==> config.mk <==
export PLATFORM = sky130hd
export DESIGN_NAME = par_serial_tx
export DESIGN_NICKNAME = d
export VERILOG_FILES = /design/src/rtl/par_serial_tx.sv
export SDC_FILE = /design/constraint.sdc
export NUM_CORES = 1
export LEC_CHECK = 0
export CAP_MARGIN = 30
export CORE_MARGIN = 2
export CORE_UTILIZATION = 30
export DETAILED_ROUTE_END_ITERATION = 7
export MAX_ROUTING_LAYER = met4
export PLACE_DENSITY_LB_ADDON = 0.2
export SLEW_MARGIN = 40
export SYNTH_ARGS = -nofsm -noshare
export SYNTH_HDL_FRONTEND = slang
export SYNTH_SLANG_ARGS = --single-unit
export TNS_END_PERCENT = 5
==> constraint.sdc <==
create_clock -name clk_32f -period 2.45 [get_ports clk_32f]
set_input_delay 0.735 -clock clk_32f [delete_from_list [all_inputs] [get_ports clk_32f]]
set_output_delay 0.735 -clock clk_32f [all_outputs]
set_load 0.01 [all_outputs]
==> src/rtl/par_serial_tx.sv <==
`timescale 1ns/1ps
// par_serial_tx: shifts mux bytes out one bit per clk_32f, inserting COM_CHAR when idle and after reset.
// Optional macro PS_LSB_FIRST_EN: transmit each byte LSB first instead of MSB first.
module par_serial_tx #(
    parameter logic [7:0]  COM_CHAR = 8'hBC,
    parameter int unsigned INIT_COM = 4
) (
    input  logic       clk_32f,
    input  logic       reset,
    input  logic [7:0] data_in,
    input  logic       valid_in,
    output logic       data_out,
    output logic       sync_out,
    output logic       active_out
);

    typedef enum logic {INIT = 1'b0, RUN = 1'b1} state_e;

    localparam logic [3:0] LAST_COM = 4'(INIT_COM - 1);

    state_e     state_q, state_d;
    logic [2:0] bit_cnt_q, bit_cnt_d;
    logic [7:0] cur_byte_q, cur_byte_d;
    logic       cur_is_data_q, cur_is_data_d;
    logic [3:0] com_cnt_q, com_cnt_d;
    logic       data_out_q, data_out_d;
    logic       sync_out_q, sync_out_d;
    logic       active_out_q, active_out_d;
    logic       boundary;
    logic       last_init;

    assign boundary  = (bit_cnt_q == 3'd7);
    assign last_init = (com_cnt_q == LAST_COM);

    always_ff @(posedge clk_32f) begin
        if (!reset) begin
            state_q <= INIT;
        end else begin
            state_q <= state_d;
        end
    end

    always_comb begin
        state_d = state_q;
        if (state_q == INIT && boundary && last_init) begin
            state_d = RUN;
        end
    end

    // The final INIT boundary already loads under the RUN rule, so valid data can follow directly.
    always_comb begin
        bit_cnt_d     = bit_cnt_q + 3'd1;
        cur_byte_d    = cur_byte_q;
        cur_is_data_d = cur_is_data_q;
        com_cnt_d     = com_cnt_q;
`ifdef PS_LSB_FIRST_EN
        data_out_d    = cur_byte_q[bit_cnt_q];
`else
        data_out_d    = cur_byte_q[3'd7 - bit_cnt_q];
`endif
        sync_out_d    = (bit_cnt_q == 3'd0);
        active_out_d  = cur_is_data_q;
        if (boundary) begin
            if (state_q == INIT && !last_init) begin
                cur_byte_d    = COM_CHAR;
                cur_is_data_d = 1'b0;
                com_cnt_d     = com_cnt_q + 4'd1;
            end else if (valid_in) begin
                cur_byte_d    = data_in;
                cur_is_data_d = 1'b1;
            end else begin
                cur_byte_d    = COM_CHAR;
                cur_is_data_d = 1'b0;
            end
        end
    end

    always_ff @(posedge clk_32f) begin
        if (!reset) begin
            bit_cnt_q     <= '0;
            cur_byte_q    <= COM_CHAR;
            cur_is_data_q <= 1'b0;
            com_cnt_q     <= '0;
            data_out_q    <= 1'b0;
            sync_out_q    <= 1'b0;
            active_out_q  <= 1'b0;
        end else begin
            bit_cnt_q     <= bit_cnt_d;
            cur_byte_q    <= cur_byte_d;
            cur_is_data_q <= cur_is_data_d;
            com_cnt_q     <= com_cnt_d;
            data_out_q    <= data_out_d;
            sync_out_q    <= sync_out_d;
            active_out_q  <= active_out_d;
        end
    end

    assign data_out   = data_out_q;
    assign sync_out   = sync_out_q;
    assign active_out = active_out_q;

endmodule

**Yosys cells after proc, flatten, opt, wreduce, memory -nomap -nowiden**

Cells that the tools add are included.

- $add $sub $neg: 3
- Reductions and logical operators: 6
- Order comparisons: 1
- Muxes and demuxes: 6
- Bitwise logic cells: 1
- Equal/unequal tests: 2

Operator list:

| cell | number |
|---|---|
| $mux 8 | 2 |
| $add 4x1->4 const B | 1 |
| $eq 4x2->1 const B | 1 |
| $lt 3x4->1 const B | 1 |
| $add 3x1->3 const B | 1 |
| $bmux 1 s3 | 1 |
| $eq 3x3->1 const B | 1 |
| $logic_and 1x1->1 | 3 |
| $logic_not 3->1 | 1 |
| $mux 1 | 3 |
| $sub 3x3->3 const A | 1 |
| $reduce_and 2->1 | 1 |
| $logic_not 1->1 | 1 |
| $not 1->1 | 1 |

- Output and inout port bits: 3
- Register bits: 20
- Word-level logic and storage cells: 27
- Input port bits: 11

**Depth between registers and ports, before layout**

Gate-level depths: netlist of the first run.

- Depth in word-level cells: 4
- Depth in mapped cells: 5
- Depth with buffers taken out: 4

**Worst setup path after synthesis of the first run**

Ideal clock, no wire load.

- Kind: register to register
- Start: reg bit_cnt_q[0]
- End: reg cur_byte_q[2]
- Library setup time: 0.120 ns
- Slack: 0.958 ns
- Path buffers: 1
- Required time: 2.330 ns
- Clock period less this slack: 1.492 ns
- Arrival time: 1.372 ns
- Stages on the path, launching flop included: 6
- Cells stage by stage: dfxtp_1 > ha_1 > ha_1 > clkbuf_1 > or3_1 > o31a_1

- Longest elaborated chain between the ends: 1

RTL lines:

| item | RTL line | text |
|---|---|---|
| start, declared | 22 | `logic [2:0] bit_cnt_q, bit_cnt_d;` |
| start signal, assigned | 88 | `bit_cnt_q <= bit_cnt_d;` |
| $eq 3x3->1 | 32 | `assign boundary = (bit_cnt_q == 3'd7);` |
| via boundary | 29 | `logic boundary;` |
| end signal, assigned | 89 | `cur_byte_q <= cur_byte_d;` |
| end, declared | 23 | `logic [7:0] cur_byte_q, cur_byte_d;` |

The timed path passes the listed nets, and every way through them passes these cells.
A chain may end at the register's enable or synchronous reset.

**Worst setup path after layout of the first run**

- Start: reg active_out_q (netlist: active_out)
- End: out active_out

RTL lines:

| item | RTL line | text |
|---|---|---|
| start, declared | 28 | `logic active_out_q, active_out_d;` |
| start signal, assigned | 94 | `active_out_q <= active_out_d;` |
| end, declared | 14 | `output logic active_out` |

No word-level cell between the ends.

==> results_dict.tcl, run 1 <==
set metrics [dict create \
    core_area_sq_um 2710 \
    crit_family "buffers and inverters" \
    p_leak_uw 0.000421 \
    vias_per_cell 4.88 \
    crit_slowest_cell "clkdlybuf4s50_1" \
    slew_violations 0 \
    num_rows 19 \
    place_area_sq_um 1020 \
    grt-ovfl-total 0 \
    cp.buffers_inverters 1 \
    die_y_um 57.0 \
    io_pins 14 \
    synth-main-ff-cell "dfxtp_1" \
    slew_headroom_pct 54.9 \
    finalSetupViolCount 0 \
    crit_fanout 1 \
    wl_mm 1.50 \
    grt_pass1_vias 609 \
    synth_top_area_share_pct 47.5 \
    arrival_ps 1150 \
    synth_fa_ha_area_share_pct 5.93 \
    tritoncts "done" \
    wl_per_cell_um 11.6 \
    clk_path_buf_depth 2 \
    fin_skew_ps 3.60 \
    tightest_slew_ps 673 \
    drive_gt1_share_pct 11.2 \
    final.period_utilization_pct 77.0 \
    first_iter_violations 6 \
    post_cts_resized 0 \
    synth.distinct_cells 27 \
    cts-buffers-inserted 3 \
    ys_async_sr_fraction_pct 0 \
    synth.net_count 97 \
    grt_usage_pct 11.3 \
    fin_crit_ps 1890 \
    path_class "reg -> out" \
    port_buffers 13 \
    postLayoutCellArea_sq_um 1070 \
    max_freq_ghz 0.530 \
    synth_seq_area_share_pct 47.5 \
    netlist_instances 82 \
    cts_num_sinks 20 \
    ys_ff_latch 20 \
    clkLatencyLatePin_ps 300 \
    finalNetCount 114 \
    max_stage_delay_ps 520 \
    synth-simple-area-share_pct 20.8 \
    cp.required_ps 1710 \
    antenna_found_initial 0 \
    setup_ws_ps 563 \
    rsz0062_at_grt "no" \
    start_kind "register" \
    pre_cts_ws_ps 466 \
    hold_path_class "reg -> reg" \
    status "finished clean" \
    dieArea_sq_um 3250 \
    synth_area_leaders "dfxtp_1 47%, ha_1 5.9%, o31a_1 5.2%" \
    num-fill-cells 291 \
    globalplace.congestion 0.719 \
    root_buffer "clkbuf_4" \
    powerDensity_nw_per_um2 619 \
    synth_area_per_cell_sq_um 10.3 \
    synth.most_common_cell "dfxtp_1" \
    route.vias.total 629 \
    htree_levels 1 \
    drc_errors 0 \
    synth_compound_area_share_pct 16.6 \
    setup_tns_ps 0 \
    clkTransAtPathRegs_ps 120 \
    drtAntennaViolNets 0 \
    cts_setup_buffers 0 \
    fp.dieW_um 57.0 \
    syn2layout_area_growth_pct 26.7 \
    ir_drop_mv 0.498 \
    hold_viol 0 \
    drt_pass1_iterations 2 \
    synth_top_family_by_area "simple AND/OR/NAND/NOR gates" \
    synth_top_area_cell "dfxtp_1" \
    yosys_warnings 0 \
    synth_area_sq_um 843 \
    holdBufCountCts 0 \
    crit_chain "clkdlybuf4s50_1" \
    start_util_pct 31.1 \
    crit_path_end_kind "primary output" \
    synth.mux.area_fraction_pct 5.64 \
    synth_xor_area_share_pct 0 \
    dpl.hpwl_mm 1.07 \
    grt_max_degree 15 \
    synth-edff-count 0 \
    max_cap_viol_count 0 \
    grt_pass1_wl_mm 2.70 \
    n_antenna_cell 0 \
]
-- layout by cell type, fill, tap and decap left out, types with 3 or more instances in the layout --
master           Yosys  routed
ha_1                 4       4
nand3b_1             3       3
clkdlybuf4s50_1      0      13
and2_1               3       3
o31a_1               5       5
or3_1                5       5
nand2_1              5       5
inv_1                5       5
o21ai_0              5       5
a21oi_1              5       5
clkbuf_4             0       3
dfxtp_1             20      20
-- power by group --
group | switching (uW) | total (uW) | internal, uW
logic | 20.3 | 52.4 | 32.1
clock network | 105 | 270 | 165
registers | 6.16 | 339 | 333
total | 131 | 661 | 530
-- worst paths after layout --
path                        startpoint                    endpoint  slack (ps)  cells past startpoint
min reg2reg  active_out_d$_SDFFE_PN0P_       active_out$_SDFF_PN0_         470                      1
max              active_out$_SDFF_PN0_                  active_out         560                      1
min          active_out_d$_SDFFE_PN0P_       active_out$_SDFF_PN0_         470                      1
max reg2reg    bit_cnt_q[0]$_SDFF_PN0_  cur_byte_q[3]$_SDFFE_PN1P_         620                      4
-- flip-flops by register name, summed over array words and instances, names as in the netlist --
register,flops
state_q,1
bit_cnt_q,3
com_cnt_q,4
active_out,1
cur_byte_q,8
sync_out,1
active_out_d,1
data_out,1
-- cells by family after synthesis --
| logic type | after synthesis |
|---|---|
| muxes | 3 |
| adders and majority gates | 4 |
| AOI/OAI and AO/OA | 21 |
| buffers and inverters | 8 |
| and+or+nand+nor | 26 |
| DFF | 20 |
-- per-layer routing --
metal | routed length (um) | up-vias | GRT usage, %
met4 | 8 | 0 | 3.99
met5 | 0 | - | -
met3 | 70 | 2 | 4.76
met2 | 714 | 11 | 17.6
li1 | - | 333 | -
met1 | 701 | 283 | 13.0
-- per-stage QoR --
step	utilization [%]	hold slack, ps	cells	total power (uW)
after floorplan	-	431	82	368
after global placement	37.5	442	125	399
after detailed placement	37.5	445	125	400
after CTS	39.4	475	129	674
after global routing	39.4	509	129	697
final	39.4	469	129	661
-- layout make-up --
class / instances / area, sq um / share of cell area (%)
Tap cell: 31 / 38.8 / 3.63
Multi-Input combinational cell: 54 / 413 / 38.6
Timing Repair Buffer: 15 / 145 / 13.6
Clock buffer: 3 / 22.5 / 2.11
Inverter: 5 / 18.8 / 1.76
Clock inverter: 1 / 30.0 / 2.81
Sequential cell: 20 / 400 / 37.5
Note: power is estimated with default switching activity, not from simulation.
==> inputs of run 2 (changes only) <==
==> constraint.sdc (replaced) <==
create_clock -name clk_32f -period 1.64 [get_ports clk_32f]
set_input_delay 0.492 -clock clk_32f [delete_from_list [all_inputs] [get_ports clk_32f]]
set_output_delay 0.492 -clock clk_32f [all_outputs]
set_load 0.01 [all_outputs]
==> results_dict.tcl, run 2 (same netlist as run 1, synthesis figures left out) <==
set metrics [dict create \
    total_power_uw 819 \
    endpoint "cur_byte_q[2]$_SDFFE_PN1P_" \
    fin_hold_ws_ps 478 \
    syn2layout_area_growth_pct 30.7 \
    regToRegEndpoint "cur_byte_q[2]$_SDFFE_PN1P_" \
    pre_cts_ws_ps -58.4 \
    core_area_sq_um 2710 \
    arrival_ps 1690 \
    drive_gt1_share_pct 17.9 \
    drt_pass1_iterations 3 \
    regToRegSetupSlack_ps 130 \
    max_cap_viol_count 0 \
    largest_register_ffs 8 \
    path_class "reg -> reg" \
    globalplace.congestion 0.689 \
    first_iter_violations 6 \
    port_buffers 13 \
    wl_per_cell_um 12.1 \
    route.vias.total 672 \
    multiInputGateArea_sq_um 413 \
    vias_per_cell 4.91 \
    tightest_slew_ps 238 \
    clkLatencyLatePin_ps 300 \
    rr_worst_depth 5 \
    tritoncts "done" \
    regMostFlops "cur_byte_q" \
    clk_path_buf_depth 2 \
    finalSetupViolCount 0 \
    status "finished clean" \
    top_regs "cur_byte_q: 8 flops, com_cnt_q: 4 flops, bit_cnt_q: 3 flops" \
    rsz0062_at_grt "no" \
    slew_violations 0 \
    final_common_cell "dfxtp_1" \
    drtAntennaViolNets 0 \
    slew_headroom_pct 83.9 \
    finish.utilization_pct 40.7 \
    cts_num_sinks 20 \
    drc_errors 0 \
    grt_usage_pct 12.6 \
    clkTransAtPathRegs_ps 110 \
    finalNetCount 123 \
    hold_path_class "reg -> reg" \
    p_leak_uw 0.000463 \
    cts-buffers-inserted 3 \
    num_rows 19 \
    setup_ws_ps 129 \
    max_freq_ghz 0.662 \
    antenna_found_initial 0 \
    wl_mm 1.66 \
    grt_pass1_wl_mm 3.08 \
    die_y_um 57.0 \
    crit_fanout 8 \
    start_kind "register" \
    dpl.hpwl_mm 1.27 \
    fin_crit_ps 1510 \
    n_antenna_cell 0 \
    crit_path_end_kind "register" \
    dieArea_sq_um 3250 \
    fp.dieW_um 57.0 \
    grt_max_degree 12 \
    io_pins 14 \
    root_buffer "clkbuf_4" \
    cts_setup_buffers 0 \
    start_util_pct 31.1 \
    timing.rr.start "bit_cnt_q[1]$_SDFF_PN0_" \
    htree_levels 1 \
    ir_drop_mv 0.348 \
    grt-ovfl-total 0 \
    powerDensity_nw_per_um2 743 \
    num-fill-cells 289 \
    most-common-layout-cells "20 x dfxtp_1, 11 x buf_4, 10 x clkdlybuf4s50_1" \
    final.period_utilization_pct 92.1 \
    seqCellArea_sq_um 400 \
    cp.required_ps 1820 \
    fin_skew_ps 14.0 \
    grt_pass1_vias 733 \
    hold_viol 0 \
    cp-startpoint "bit_cnt_q[1]$_SDFF_PN0_" \
]
run 2: cell types whose count changed in the layout (fill, tap and decap cells not counted):
cell,before,now
clkdlybuf4s50_1,13,10
dlygate4sd2_1,0,3
buf_4,2,11
bufinv_16,1,0
run 2: per-layer routing:
metal	vias up	GRT usage (%)	routed length, um
li1	348	-	-
met1	313	14.7	787
met2	9	19.4	806
met3	2	2.27	52
met4	0	8.97	15
met5	-	-	0
run 2: final cells by class:
| class | count | share of cell area [%] |
|---|---|---|
| Tap cell | 31 | 3.52 |
| Inverter | 5 | 1.70 |
| Multi-Input combinational cell | 54 | 37.5 |
| Clock buffer | 3 | 2.04 |
| Timing Repair Buffer | 24 | 19.0 |
| Sequential cell | 20 | 36.3 |
run 2: how the worst min path moves through the flow:
| stage | startpoint | endpoint | slack, ps | depth (start not counted) |
|---|---|---|---|---|
| after floorplan | active_out_d$_SDFFE_PN0P_ | active_out$_SDFF_PN0_ | 430 | 1 |
| after global routing | active_out_d$_SDFFE_PN0P_ | active_out_d$_SDFFE_PN0P_ | 500 | 2 |
| after global placement | active_out_d$_SDFFE_PN0P_ | active_out$_SDFF_PN0_ | 450 | 1 |
| after CTS | active_out_d$_SDFFE_PN0P_ | active_out_d$_SDFFE_PN0P_ | 480 | 2 |
| final | active_out_d$_SDFFE_PN0P_ | active_out_d$_SDFFE_PN0P_ | 480 | 2 |
| after detailed placement | active_out_d$_SDFFE_PN0P_ | active_out_d$_SDFFE_PN0P_ | 460 | 2 |
run 2: critical path: stages, from the launching register on:
cell     delay, ps
dfxtp_1        340
ha_1           210
ha_1           220
buf_4          170
or3_1          360
o31a_1         110
run 2: timing repair:
action                                  CTS  global route
endpoints found under the setup margin    3             0
resized for setup                         3             0
hold buffers                              0             0
run 2: report_power, final:
group          leakage, uW  internal [uW]  switching [uW]  total [uW]
registers         0.000163            497            6.33         503
clock network    0.0000138           85.4             142         227
logic             0.000286           52.9            36.0        88.8
run 2: per-stage QoR:
stage | setup TNS [ps] | cells | area (sq um)
after global routing | 0 | 137 | 1100
final | 0 | 137 | 1100
after global placement | -79.5 | 134 | 1080
after detailed placement | -227 | 134 | 1080
after floorplan | 0 | 82 | 843
after CTS | 0 | 137 | 1100
